`config.mk`:
```
export PLATFORM = sky130hd
export DESIGN_NAME = read_ptr_ctrl
export DESIGN_NICKNAME = d
export VERILOG_FILES = /design/src/rtl/read_ptr_ctrl.sv
export SDC_FILE = /design/constraint.sdc
export NUM_CORES = 1
export LEC_CHECK = 0
export ABC_AREA = 1
export BUFFER_PORTS_ARGS = -buffer_cell sky130_fd_sc_hd__buf_2
export CORE_MARGIN = 4
export CORE_UTILIZATION = 24
export CTS_BUF_LIST = sky130_fd_sc_hd__clkbuf_8 sky130_fd_sc_hd__clkbuf_16
export CTS_CLUSTER_DIAMETER = 40
export CTS_CLUSTER_SIZE = 24
export DETAILED_ROUTE_END_ITERATION = 12
export HOLD_SLACK_MARGIN = 0.1
export PLACE_DENSITY = 0.49
export SETUP_SLACK_MARGIN = 0.02
export SLEW_MARGIN = 10
export SYNTH_ARGS = -nofsm -noshare
export SYNTH_HDL_FRONTEND = slang
export SYNTH_SLANG_ARGS = --single-unit
```
`constraint.sdc`:
```
create_clock -name rclk -period 3.45 [get_ports rclk]
set_clock_uncertainty 0.2 [all_clocks]
set_input_delay 0.5175 -clock rclk [delete_from_list [all_inputs] [get_ports rclk]]
set_output_delay 0.5175 -clock rclk [all_outputs]
set_load 0.02 [all_outputs]
```
`src/rtl/read_ptr_ctrl.sv`:
```
// Read-side pointer controller for the asynchronous FIFO: binary/Gray read pointers,
// RAM read address and registered empty/almost-empty/count/underflow/pointer-error flags.
module read_ptr_ctrl #(
  parameter int ADDR_W    = 5,
  parameter int DEPTH     = 23,
  parameter int AE_THRESH = 2,
  localparam int PTR_W    = ADDR_W + 1
) (
  input  logic              rclk,
  input  logic              rrst,
  input  logic              r_en,
  input  logic [PTR_W-1:0]  g_wptr_sync,
  output logic [PTR_W-1:0]  g_rptr,
  output logic [PTR_W-1:0]  b_rptr,
  output logic [ADDR_W-1:0] raddr,
  output logic              empty,
  output logic              almost_empty,
  output logic [PTR_W-1:0]  rd_count,
  output logic              underflow,
  output logic              ptr_err
);

  // The 2*DEPTH pointer states sit centred in the code space so LAST->OFFSET flips only the MSB
  localparam logic [PTR_W-1:0] OFFSET  = PTR_W'(((1 << PTR_W) - 2 * DEPTH) / 2);
  localparam logic [PTR_W-1:0] LAST    = PTR_W'(((1 << PTR_W) - 2 * DEPTH) / 2 + 2 * DEPTH - 1);
  localparam logic [PTR_W:0]   SPAN    = (PTR_W + 1)'(2 * DEPTH);
  localparam logic [PTR_W-1:0] DEPTH_P = PTR_W'(DEPTH);
  localparam logic [PTR_W-1:0] AE_P    = PTR_W'(AE_THRESH);
  localparam logic [PTR_W-1:0] ONE     = PTR_W'(1);

  function automatic logic [PTR_W-1:0] bin2gray(input logic [PTR_W-1:0] b);
    return b ^ (b >> 1);
  endfunction

  function automatic logic [PTR_W-1:0] gray2bin(input logic [PTR_W-1:0] g);
    logic [PTR_W-1:0] b;
    b[PTR_W-1] = g[PTR_W-1];
    for (int i = PTR_W - 2; i >= 0; i--) begin
      b[i] = b[i+1] ^ g[i];
    end
    return b;
  endfunction

  logic [PTR_W-1:0]  r_b_rptr;
  logic [PTR_W-1:0]  r_g_rptr;
  logic [ADDR_W-1:0] r_raddr;
  logic              r_empty;
  logic              r_almost_empty;
  logic [PTR_W-1:0]  r_rd_count;
  logic              r_underflow;
  logic              r_ptr_err;

  logic              w_rd_fire;
  logic [PTR_W-1:0]  w_b_next;
  logic [PTR_W-1:0]  w_g_next;
  logic [PTR_W-1:0]  w_rel;
  logic [ADDR_W-1:0] w_raddr_next;
  logic [PTR_W-1:0]  w_wbin;
  logic              w_bad;
  logic [PTR_W:0]    w_diff;
  logic [PTR_W:0]    w_diff_adj;
  logic [PTR_W-1:0]  w_cnt_next;
  logic              w_empty_next;
  logic              w_ae_next;

  always_comb begin
    w_rd_fire = r_en & ~r_empty;
    w_b_next  = r_b_rptr;
    if (w_rd_fire) begin
      w_b_next = (r_b_rptr == LAST) ? OFFSET : r_b_rptr + ONE;
    end
    w_g_next     = bin2gray(w_b_next);
    w_rel        = w_b_next - OFFSET;
    w_raddr_next = (w_rel >= DEPTH_P) ? ADDR_W'(w_rel - DEPTH_P) : ADDR_W'(w_rel);

    w_wbin = gray2bin(g_wptr_sync);
    w_bad  = (w_wbin < OFFSET) || (w_wbin > LAST);

    // Borrow out of the extra MSB means the write pointer has wrapped past the read pointer
    w_diff       = {1'b0, w_wbin} - {1'b0, w_b_next};
    w_diff_adj   = w_diff[PTR_W] ? (w_diff + SPAN) : w_diff;
    w_cnt_next   = w_bad ? '0 : PTR_W'(w_diff_adj);
    w_empty_next = w_bad | (g_wptr_sync == w_g_next);
    w_ae_next    = (w_cnt_next <= AE_P);
  end

  always_ff @(posedge rclk or posedge rrst) begin
    if (rrst) begin
      r_b_rptr       <= OFFSET;
      r_g_rptr       <= bin2gray(OFFSET);
      r_raddr        <= '0;
      r_empty        <= 1'b1;
      r_almost_empty <= 1'b1;
      r_rd_count     <= '0;
      r_underflow    <= 1'b0;
      r_ptr_err      <= 1'b0;
    end else begin
      r_b_rptr       <= w_b_next;
      r_g_rptr       <= w_g_next;
      r_raddr        <= w_raddr_next;
      r_empty        <= w_empty_next;
      r_almost_empty <= w_ae_next;
      r_rd_count     <= w_cnt_next;
      r_underflow    <= r_underflow | (r_en & r_empty);
      r_ptr_err      <= r_ptr_err | w_bad;
    end
  end

  assign b_rptr       = r_b_rptr;
  assign g_rptr       = r_g_rptr;
  assign raddr        = r_raddr;
  assign empty        = r_empty;
  assign almost_empty = r_almost_empty;
  assign rd_count     = r_rd_count;
  assign underflow    = r_underflow;
  assign ptr_err      = r_ptr_err;

endmodule

```
Yosys cells after proc, flatten, opt, wreduce, memory -nomap -nowiden

Index checks and enable logic that the tools add are counted.

Register bits after elaboration: 27
Bits of input ports: 9
Output and inout port bits: 27
Logic and storage cells: 37

$add $sub $neg: 5
Order comparisons: 4
Eq/ne operators: 2
Mux-type cells: 5
Bitwise operators: 12
Reductions and logical operators: 1

Operators with widths:

| cell                                                              | count |
|---|---|
| 2-to-1 mux 6 bit                                                  | 4 |
| subtractor 6 x 6 -> 7 bit                                         | 1 |
| adder 6 x 1 -> 6 bit, second input constant                       | 1 |
| adder 6 bit, second input constant                                | 1 |
| equality test 6 bit                                               | 1 |
| equality test 6 bit, second input constant                        | 1 |
| greater-or-equal comparator 6 x 5 -> 1 bit, second input constant | 1 |
| greater-than comparator 6 bit, second input constant              | 1 |
| less-or-equal comparator 6 x 2 -> 1 bit, second input constant    | 1 |
| < comparator 6 x 4 -> 1 bit, second input constant                | 1 |
| subtractor 6 x 4 -> 6 bit, second input constant                  | 1 |
| XOR 6 x 5 -> 6 bit                                                | 1 |
| 2-to-1 mux 5 bit                                                  | 1 |
| subtractor 5 bit, second input constant                           | 1 |
| XOR 1 bit                                                         | 5 |
| OR 1 bit                                                          | 3 |
| AND 1 bit                                                         | 2 |
| logical OR 1 bit                                                  | 1 |
| NOT 1 bit                                                         | 1 |

Depth between registers and ports, before layout

Word-level depth: 10
Mapped depth: 22
Gate-level depth less buffers: 22

Worst setup path before layout

No wires, ideal clock.

Path kind: input port to flip-flop
Start: input g_wptr_sync[4]
End: register r_almost_empty, in the netlist almost_empty
Setup time: 0.067 ns
Arrival time: 3.534 ns
Required time: 3.183 ns
Path slack: -0.351 ns
Cell stages on the path: 22
Cell sequence: inv_1 > ha_1 > xnor2_2 > inv_1 > ha_1 > inv_1 > nand2_1 > nand2_1 > ha_1 > inv_1 > ha_1 > fa_1 > xnor2_1 > inv_1 > ha_1 > nand4_1 > nand2_1 > nand2_1 > nor2_1 > nor2_1 > nand3_1 > nor2_1

Cells in the longest elaborated chain, start to end: 10

Ends and longest elaborated chain:

| element                                     | line | source |
|---|---|---|
| start: declaration                          | 12   | `input logic [PTR_W-1:0] g_wptr_sync,` |
| XOR 1 bit (*)                               | 39   | `b[i] = b[i+1] ^ g[i];` |
| XOR 1 bit (4 in a row)                      | 39   |  |
| subtractor 6 x 6 -> 7 bit                   | 80   | `w_diff = {1'b0, w_wbin} - {1'b0, w_b_next};` |
| adder 6 bit                                 | 81   | `w_diff_adj = w_diff[PTR_W] ? (w_diff + SPAN) : w_diff;` |
| 2-to-1 mux 6 bit                            | 81   |  |
| 2-to-1 mux 6 bit (*)                        | 82   | `w_cnt_next = w_bad ? '0 : PTR_W'(w_diff_adj);` |
| named net w_cnt_next[3]                     | 62   | `logic [PTR_W-1:0] w_cnt_next;` |
| less-or-equal comparator 6 x 2 -> 1 bit (*) | 84   | `w_ae_next = (w_cnt_next <= AE_P);` |
| named net w_ae_next                         | 64   | `logic w_ae_next;` |
| end signal: assignment                      | 102  | `r_almost_empty <= w_ae_next;` |
| end: declaration                            | 48   | `logic r_almost_empty;` |

The timed path passes the listed nets; every way through them passes the cells marked *.

Worst setup path in the final report

Ends and elaborated chain as after synthesis.

==> flow_metrics.py <==
metrics = {
    "logic_synthesis": {
        "yosysWarnings": 0,
        "synth_edf_count": 0,
        "synth_top_area_share_pct": 23.8,
        "synth.area.mux_share_pct": 0,
        "synth_area_leaders": "dfrtp_1, ha_1, nand2_1, dfstp_2, inv_1",
        "synth_adder_area_share_pct": 14.8,
        "synth-main-ff-cell": "dfrtp_1",
        "synth_area_leader_cell": "dfrtp_1",
        "synthXorXnorAreaFrac_pct": 2.13,
        "ys_types": 33,
        "seq_area_frac_synth_pct": 32.9,
        "synth_commonest_cells": "nand2_1, inv_1, ha_1, nand3_1, dfrtp_1",
        "synthSimpleGateAreaFrac_pct": 34.3,
        "syn_area_per_cell_sq_um": 7.76,
        "ys_seq_elements": 26,
        "syn_nets": 290,
        "yosysMostFrequentCell": "nand2_1",
        "synth_compound_area_share_pct": 6.37,
        "syn_inst": 258,
        "synthesis.area_sq_um": 2000,
        "async_flop_share_pct": 100,
        "synth_top_family_by_area": "simple AND/OR/NAND/NOR gates",
    },
    "clock_tree": {
        "cts_tree": "done",
        "root_buffer": "clkbuf_8",
        "clk_latency_ns": 0.26,
        "numCtsBuffers": 3,
        "htree_levels": 1,
        "clockBufferDepth": 2,
        "clk_pin_slew_ns": 0.09,
        "clock-sinks": 26,
    },
    "finish": {
        "area_growth_pct": 30.5,
        "diodes": 0,
        "fin_nets": 345,
        "drive_gt1_share_pct": 35.6,
    },
    "drt": {
        "vias_per_cell": 4.21,
        "vias": 1754,
        "drt-initial-drc-count": 55,
        "drt-total-wl_um": 4770,
        "wl_per_cell_um": 11.4,
        "ant_nets": 0,
        "drc": 0,
        "firstDrtPassIters": 4,
    },
    "setup_path": {
        "worstRegToRegCells": 20,
        "cp.arrival_ns": 3.34,
        "crit_fanout": 2,
        "cp-start-kind": "primary input",
        "rrSetupSlack_ns": 0.25,
        "r2r-start": "b_rptr[0]",
        "cp_common_cell": "ha_4",
        "worst_setup_path_end_kind": "register",
        "crit_type": "primary input to register",
        "required_ns": 3.46,
        "worstPathCellList": "buf_8, inv_8, ha_4, xnor2_2, inv_2, ha_4, inv_2, nand2_2, nand2_2, ha_4, inv_2, ha_4, fa_2, xnor2_2, inv_2, ha_4, nand4_1, nand2_1, nand2_1, nor2_2, nor2_1, nand3_1, nor2_1",
        "cp_slowest_cell": "fa_2",
        "r2r-end": "almost_empty",
        "slowest_delay_ns": 0.41,
    },
    "place": {
        "routabilityCongestion": 0.806,
        "dp_hpwl_um": 4110,
        "portBuffers": 35,
    },
    "grt": {
        "antenna_found_initial": 0,
        "grt.total_usage_pct": 10.1,
        "grt_max_degree": 27,
        "grt_pass1_vias": 1798,
        "grt_pass1_wl_um": 8180,
        "grt-ovfl-total": 0,
    },
    "floorplan": {
        "row_count": 33,
        "die_y_um": 99.3,
        "pin_count": 36,
        "initial_core_util_pct": 24.5,
        "dieArea_sq_um": 9870,
        "coreArea_sq_um": 8180,
        "die_x_um": 99.3,
    },
    "sta": {
        "whs_ns": 0.257,
        "fin_crit_ns": 3.33,
        "slew_viol_final": 0,
        "slew_headroom_pct": 35.5,
        "fmax_ghz": 0.300,
        "setup_viol": 0,
        "period_share_pct": 96.6,
        "max_slew.worst_pin.slew_ns": 0.966,
        "rsz0062_at_grt": "yes",
        "finalHoldViolCount": 0,
    },
    "worst_hold_path": {
        "min_path_type": "primary input to asynchronous set/reset pin",
    },
    "outcome": {
        "outcome": "completed",
    },
    "flow_run": {
        "maxCapViolCount": 0,
    },
}
## placed cells by master (no fill, tap or decap), types with 2 or more instances in the layout
cell type / count
o21ai_0: 2
nand3_1: 22
nand2_1: 70
buf_2: 33
nand4_1: 3
nand3b_1: 6
nand2_4: 3
ha_1: 17
inv_2: 7
nor2_1: 9
nand3_2: 4
dfstp_2: 7
inv_1: 40
nand2_2: 8
xnor2_2: 2
dfrtp_1: 19
nor2_2: 5
a21oi_2: 4
or2_2: 3
clkbuf_8: 3
a21oi_1: 6
ha_4: 5
buf_4: 16
## layout make-up
| cell class | instances | area (sq um) |
|---|---|---|
| Clock buffer | 3 | 41.3 |
| Clock inverter | 1 | 30.0 |
| Fill cell | 906 | 5560 |
| Inverter | 49 | 204 |
| Multi-Input combinational cell | 182 | 1230 |
| Sequential cell | 26 | 659 |
| Tap cell | 105 | 131 |
| Timing Repair Buffer | 51 | 312 |
## sequential cells by signal, indices dropped and copies added (netlist names)
signal,flops
g_rptr,5
b_rptr,6
empty,1
raddr,5
ptr_err,1
almost_empty,1
underflow,1
rd_count,6
## timing repair
action	4_1_cts	5_1_grt
gates cloned	0	0
endpoints found under the setup margin	1	5
hold buffers	0	0
setup buffers	0	1
gates resized for setup	1	13
pin swaps	1	16
## routing by layer
layer	track usage, %	routed length, um	vias up
li1	-	-	913
met5	0	0	-
met4	3.57	92	0
met2	18.3	2390	26
met1	12.5	2150	807
met3	0.982	147	8
## cells by family after synthesis
kind of cell               count (synthesis)
and+or+nand+nor                          136
buffers and inverters                     50
DFF                                       26
adders and majority gates                 23
AOI/OAI and AO/OA                         19
xor gates and xnor gates                   4
## through the flow
stage	cell area (sq um)	setup WS (ns)	setup TNS (ns)	util, %	cells
detailed placement	2480	-0.312	-1.25	30.4	412
global placement	2480	-0.248	-0.899	30.4	412
floorplan	2070	-0.0645	-0.0645	-	258
finish	2610	0.119	0	32.0	417
CTS	2560	0.0425	0	31.3	416
global route	2610	-0.0718	-0.0718	32.0	417
## worst max-delay path by stage
stage                               from           end  slack (ns)  cells past startpoint
after floorplan           g_wptr_sync[5]  almost_empty       -0.06                     21
after global placement    g_wptr_sync[5]  almost_empty       -0.25                     22
after detailed placement  g_wptr_sync[5]  almost_empty       -0.31                     22
after CTS                 g_wptr_sync[4]  almost_empty        0.04                     22
after global routing      g_wptr_sync[4]  almost_empty       -0.07                     23
final                     g_wptr_sync[4]  almost_empty        0.12                     23
## critical path, delay by kind of cell
kind | cells | cell delay, ns
buffers and inverters | 6 | 0.33
AND/OR/NAND/NOR | 9 | 0.65
XOR/XNOR | 2 | 0.37
adder cells (fa/ha/maj) | 6 | 1.48
Power is not shown: default switching activity piles up to over one toggle a cycle in this logic, so the estimate is an artifact.
